### config.mk
export PLATFORM = sky130hd
export DESIGN_NAME = wb_bram_bridge
export DESIGN_NICKNAME = d
export VERILOG_FILES = /design/src/rtl/wb_bram_bridge.sv
export SDC_FILE = /design/constraint.sdc
export NUM_CORES = 1
export LEC_CHECK = 0
export CELL_PAD_IN_SITES_DETAIL_PLACEMENT = 1
export CELL_PAD_IN_SITES_GLOBAL_PLACEMENT = 1
export CORE_MARGIN = 3
export CORE_UTILIZATION = 33
export DETAILED_ROUTE_END_ITERATION = 7
export PLACE_DENSITY_LB_ADDON = 0.12
export SLEW_MARGIN = 20
export SYNTH_ARGS = -nofsm -noshare
export SYNTH_HDL_FRONTEND = slang
export SYNTH_SLANG_ARGS = --single-unit
### constraint.sdc
create_clock -name CLK -period 3.95 [get_ports CLK]
set_input_delay 0.79 -clock CLK [delete_from_list [all_inputs] [get_ports CLK]]
set_output_delay 0.79 -clock CLK [all_outputs]
set_load 0.01 [all_outputs]
### src/rtl/wb_bram_bridge.sv
// Wishbone classic slave to single-port BRAM request/READY bridge.
// Optional READY watchdog: define BRIDGE_TIMEOUT_EN.
module wb_bram_bridge #(
    parameter int          TIMEOUT  = 64,
    parameter logic [31:0] ERR_DATA = 32'hDEAD_BEEF
) (
    input  logic        CLK,
    input  logic        RST_N,
    input  logic        wbs_cyc_i,
    input  logic        wbs_stb_i,
    input  logic        wbs_we_i,
    input  logic [3:0]  wbs_sel_i,
    input  logic [31:0] wbs_adr_i,
    input  logic [31:0] wbs_dat_i,
    output logic        wbs_ack_o,
    output logic [31:0] wbs_dat_o,
    output logic        EN0,
    output logic [3:0]  WE0,
    output logic [31:0] A0,
    output logic [31:0] Di0,
    input  logic [31:0] Do0,
    input  logic        READY,
    output logic        TIMEOUT_ERR
);

    typedef enum logic [1:0] {IDLE, REQ, RESP} state_t;

    state_t      state_q, state_d;
    logic        en_q, en_d;
    logic [3:0]  we_q, we_d;
    logic [31:0] a_q, a_d;
    logic [31:0] di_q, di_d;
    logic [31:0] dat_q, dat_d;
    logic        wr_q, wr_d;
    logic        ack_q, ack_d;
    logic        abort_q, abort_d;
    logic        aborting;
    logic        unused_adr;

    assign unused_adr = ^wbs_adr_i[1:0];
    assign aborting   = abort_q | ~wbs_cyc_i;

`ifdef BRIDGE_TIMEOUT_EN
    localparam int TW = (TIMEOUT > 2) ? $clog2(TIMEOUT) : 1;
    logic [TW-1:0] tcnt_q, tcnt_d;
    logic          err_q, err_d;
    assign TIMEOUT_ERR = err_q;
`else
    assign TIMEOUT_ERR = 1'b0;
`endif

    always_comb begin
        state_d = state_q;
        en_d    = en_q;
        we_d    = we_q;
        a_d     = a_q;
        di_d    = di_q;
        dat_d   = dat_q;
        wr_d    = wr_q;
        ack_d   = 1'b0;
        abort_d = abort_q;
`ifdef BRIDGE_TIMEOUT_EN
        tcnt_d  = tcnt_q;
        err_d   = err_q;
`endif
        unique case (state_q)
            IDLE: begin
                if (wbs_cyc_i && wbs_stb_i) begin
                    a_d     = {2'b0, wbs_adr_i[31:2]};
                    di_d    = wbs_dat_i;
                    we_d    = wbs_we_i ? wbs_sel_i : 4'b0;
                    wr_d    = wbs_we_i;
                    en_d    = 1'b1;
                    abort_d = 1'b0;
                    state_d = REQ;
`ifdef BRIDGE_TIMEOUT_EN
                    tcnt_d  = '0;
`endif
                end
            end
            REQ: begin
                // A dropped cycle still waits for READY so the memory
                // never sees a request vanish before it completes.
                abort_d = aborting;
                if (READY) begin
                    en_d    = 1'b0;
                    we_d    = 4'b0;
                    dat_d   = wr_q ? 32'h0 : Do0;
                    ack_d   = ~aborting;
                    state_d = RESP;
                end
`ifdef BRIDGE_TIMEOUT_EN
                else if (tcnt_q == TW'(TIMEOUT - 1)) begin
                    en_d    = 1'b0;
                    we_d    = 4'b0;
                    dat_d   = ERR_DATA;
                    err_d   = 1'b1;
                    ack_d   = ~aborting;
                    state_d = RESP;
                end else begin
                    tcnt_d  = tcnt_q + 1'b1;
                end
`endif
            end
            RESP: begin
                state_d = IDLE;
            end
            default: begin
                state_d = IDLE;
            end
        endcase
    end

    always_ff @(posedge CLK or negedge RST_N) begin
        if (!RST_N) begin
            state_q <= IDLE;
            en_q    <= 1'b0;
            we_q    <= 4'b0;
            a_q     <= 32'h0;
            di_q    <= 32'h0;
            dat_q   <= 32'h0;
            wr_q    <= 1'b0;
            ack_q   <= 1'b0;
            abort_q <= 1'b0;
`ifdef BRIDGE_TIMEOUT_EN
            tcnt_q  <= '0;
            err_q   <= 1'b0;
`endif
        end else begin
            state_q <= state_d;
            en_q    <= en_d;
            we_q    <= we_d;
            a_q     <= a_d;
            di_q    <= di_d;
            dat_q   <= dat_d;
            wr_q    <= wr_d;
            ack_q   <= ack_d;
            abort_q <= abort_d;
`ifdef BRIDGE_TIMEOUT_EN
            tcnt_q  <= tcnt_d;
            err_q   <= err_d;
`endif
        end
    end

    assign wbs_ack_o = ack_q & wbs_cyc_i;
    assign wbs_dat_o = dat_q;
    assign EN0       = en_q;
    assign WE0       = we_q;
    assign A0        = a_q;
    assign Di0       = di_q;

endmodule

[Word-level counts from Yosys, hierarchy flattened]
Index checks and enable logic that the tools add are counted.
Word-level totals
  logic and storage cells: 39
  flip-flop bits (word level): 104
  output and inout bits: 103
  input bits: 106
Operators by class
  equality and inequality tests: 3
  muxes and demuxes: 15
  bitwise gates (word level): 4
  reduce and logical (&&, ||, !) cells: 8
Operators with widths (count)
  two-way mux 32 bit: 1
  two-way mux 4 bit: 3
  one-hot mux 4 bit (2 select lines): 1
  AND reduction 2 bit: 4
  two-way mux 1 bit: 5
  two-way mux 2 bit: 2
  != test 2 bit, second input constant: 2
  one-hot mux 1 bit (2 select lines): 2
  one-hot mux 2 bit (2 select lines): 1
  AND reduction 3 bit: 1
  equality test 2 x 1 -> 1 bit, second input constant: 1
  zero test 2 bit: 1
  inverter 1 bit: 2
  nonzero test 2 bit: 1
  AND 1 bit: 1
  logical AND 1 bit: 1
  bitwise OR 1 bit: 1

[Longest topological paths before layout]
  word-level depth: 5
  depth in mapped cells: 5
  depth with buffers taken out: 4

[Worst setup path before layout]
OpenSTA, ideal clock, no wires.
  kind: input -> register
  start: input wbs_stb_i
  end: register di_q[10], in the netlist Di0[10]
  setup slack: 2.070 ns
  cell stages on the path: 5
  buffers on the path: 3
  arrival time: 1.755 ns
  path through: nor4bb_1 > buf_4 > buf_12 > buf_12 > mux2_4
Between the ends
  word-level cells in the longest chain between the ends: 2
RTL lines
  start, declared: RTL line 10  | input logic wbs_stb_i,
  logical AND 1 bit: RTL line 68  | if (wbs_cyc_i && wbs_stb_i) begin
  AND reduction 2 bit (no source line)
  end signal, assigned: RTL line 134  | di_q <= di_d;
  end, declared: RTL line 32  | logic [31:0] di_q, di_d;
No other way between the ends.
A chain may end at the register's enable or synchronous reset.

[Worst setup path after layout]
  start: input wbs_cyc_i
  end: output wbs_ack_o
Between the ends
  word-level cells in the longest chain between the ends: 1
RTL lines
  start, declared: RTL line 9  | input logic wbs_cyc_i,
  AND 1 bit: RTL line 146  | assign wbs_ack_o = ack_q & wbs_cyc_i;
  end, declared: RTL line 15  | output logic wbs_ack_o,
No other way between the ends.

==> run metrics <==
fraction of layout cells with a size suffix above 1 16.0%; CP Class primary input to primary output; row count 40; routed vias 3017; Seq/Total Area, Yosys 63.5%; 1st-iter DRT viols 125; Crit path largest cell delay 0.55 ns; clock sinks 104; Final min period 2.81 ns; PwrDens approximately 560 mW/mm^2; Worst Setup End Kind primary output; # fillers around 1200; peak supply drop 0.222 mV; dpl hpwl ~8000 um; RSZ-0062 raised after global routing false; Antenna Violating Nets Remaining 0; period utilization 71.3%; Post-CTS Hold Fix Bufs 0; CP top delay family buffers and inverters; startpoint type of the worst setup path primary input; YS warnings 0; Bufs and invs on worst path 2; DRC violations left 0; vias in the first global route between 3000 and 4000; GRT Residual Overflow 0; vias per cell 4.48; Final setup viols 0; port bufs 203; final setup TNS 0 ns; critical path cell sequence clkdlybuf4s50_1, and2_1, clkdlybuf4s50_1; mapped cell area approximately 0.004 sq mm; Util after Layout 54.0%; Initial Util 34.0%; I/O Pins 209; first-pass GRT wire length 17600 um; Hold Path Class flip-flop to flip-flop; outcome finished, final reports clean; most frequent cells in the layout clkdlybuf4s50_1 (202), dfrtp_1 (104), mux2_2 (58); clock buffer depth 2; Post-CTS Setup Inserts 0; Slew Viols, Final 0; Worst EP required 3.16 ns; GP Congestion 0.768; worst-margin pin slew 0.872 ns; DR WL/cell approximately 16 um; DRT Pass-1 Iters 4; Slew headroom 41.9%; max_cap viols 0; initial antenna violation count 0; slowest CP cell clkdlybuf4s50_1; mean post-synth cell area 13.5 sq um; number of gates resized after cts 0; Yosys cell types 24; Clock transition at path regs 0.06 ns; CTS H-tree depth 3; # nets final 608; CP most frequent cell clkdlybuf4s50_1; worst skew pair latency around 0.34 ns; area grow syn2layout 59.0%; core area 0.0121 sq mm; TritonCTS clock tree built; CTS root buf clkbuf_16; Worst EP arrival 2.02 ns; commonest non-fill, non-tap cell in the layout clkdlybuf4s50_1; Num CTS Buffers 9; GRT Resource Usage Total between 10% and 20%; CP max FO 5; Post-Syn Instances between 300 and 400; die height 117 um; Ant. Diodes 0; final wirelength approximately 11000 um; #FFs+latches synth ~100; Final Skew just under 0.006 ns; die area 0.0138 sq mm; pin count of the biggest net entering global routing 70; Fmax 0.355 GHz; Die Wd 117 um; Final Hold Vio Count 0; Pleak 2.71 nW
## Yosys cell counts
library cell	n	area, sq um
nand2b_1	32	200
nor4bb_1	1	10.0
a32o_1	4	40.0
a21oi_1	1	5.00
nand2_1	32	120
buf_2	4	20.0
clkbuf_1	5	18.8
nand3b_1	2	15.0
buf_12	2	40.0
buf_6	3	33.8
inv_1	1	3.75
and2_1	1	6.26
nor3b_1	1	7.51
buf_1	1	3.75
o22ai_1	1	6.26
nor2_1	4	15.0
or2b_1	1	7.51
conb_1	1	3.75
o21ai_0	32	160
mux2_2	58	653
mux2_4	5	75.1
dfrtp_1	104	2600
buf_4	6	45.0
a21o_1	1	7.51
## final timing paths
check                      depth (start not counted)                    from  slack, ns                   endpoint
setup / recovery                                   3               wbs_cyc_i       1.14                  wbs_ack_o
hold / removal                                     1     abort_q$_DFFE_PN0P_       0.47            ack_q$_DFF_PN0_
setup reg to reg                                   4  state_q[1]$_DFFE_PN0P_       2.23         WE0[0]$_DFFE_PN0P_
hold reg to reg                                    1     abort_q$_DFFE_PN0P_       0.47            ack_q$_DFF_PN0_
max in group asynchronous                          2                   RST_N       2.58  wbs_dat_o[10]$_DFFE_PN0P_
min in group asynchronous                          1                   RST_N       0.48         A0[25]$_DFFE_PN0P_
## per-layer routing
metal	part of all wire [%]	track usage, %
met4	1.7	6.15
met3	7.7	5.53
met5	0	0
met1	41	19.0
met2	49	27.0
## power by group
group | internal, mW | switching [mW] | leakage (nW)
logic | 0.815 | 0.468 | 1.30
clock network | 0.473 | 0.362 | 0.135
registers | 1.37 | 0.176 | 1.27
total | 2.66 | 1.01 | 2.71
## layout make-up
class	instances	area [sq um]	share of cell area, %
sequential	104	2600	39.9
timing repair buffer	207	2070	31.8
tap	168	210	3.23
clock buffer	14	274	4.20
multi-input combinational	179	1360	20.8
inverter	1	3.75	0.0576
## metrics by stage
step                cells  worst slack, ns  hold slack, ns  area, sq um  power, mW
detailed placement    659             1.14           0.461         6240       2.87
floorplan             305             2.07           0.433         4110       2.04
finish                673             1.14           0.470         6520       3.66
CTS                   673             1.12           0.470         6520       3.73
global route          673             1.06           0.487         6520       3.87
global placement      659             1.12           0.448         6240       2.83
## flip-flops by register name (all words and copies together) (netlist names)
signal and cells:
abort_q 1, WE0 4, EN0 1, wbs_dat_o 32, A0 30, Di0 32
state_q 2, ack_q 1, wr_q 1
## cell families (layout without fill, tap and decap cells)
| kind of cell | Yosys count | after routing | synth area share (%) |
|---|---|---|---|
| mux | 63 | 63 | 17.8 |
| flops | 104 | 104 | 63.5 |
| simple gates | 74 | 74 | 9.31 |
| buf+inv | 22 | 222 | 4.03 |
| compound gates | 39 | 39 | 5.34 |
| other cells | 1 | 3 | 0.0915 |
Note: power is estimated with default switching activity, not from simulation.
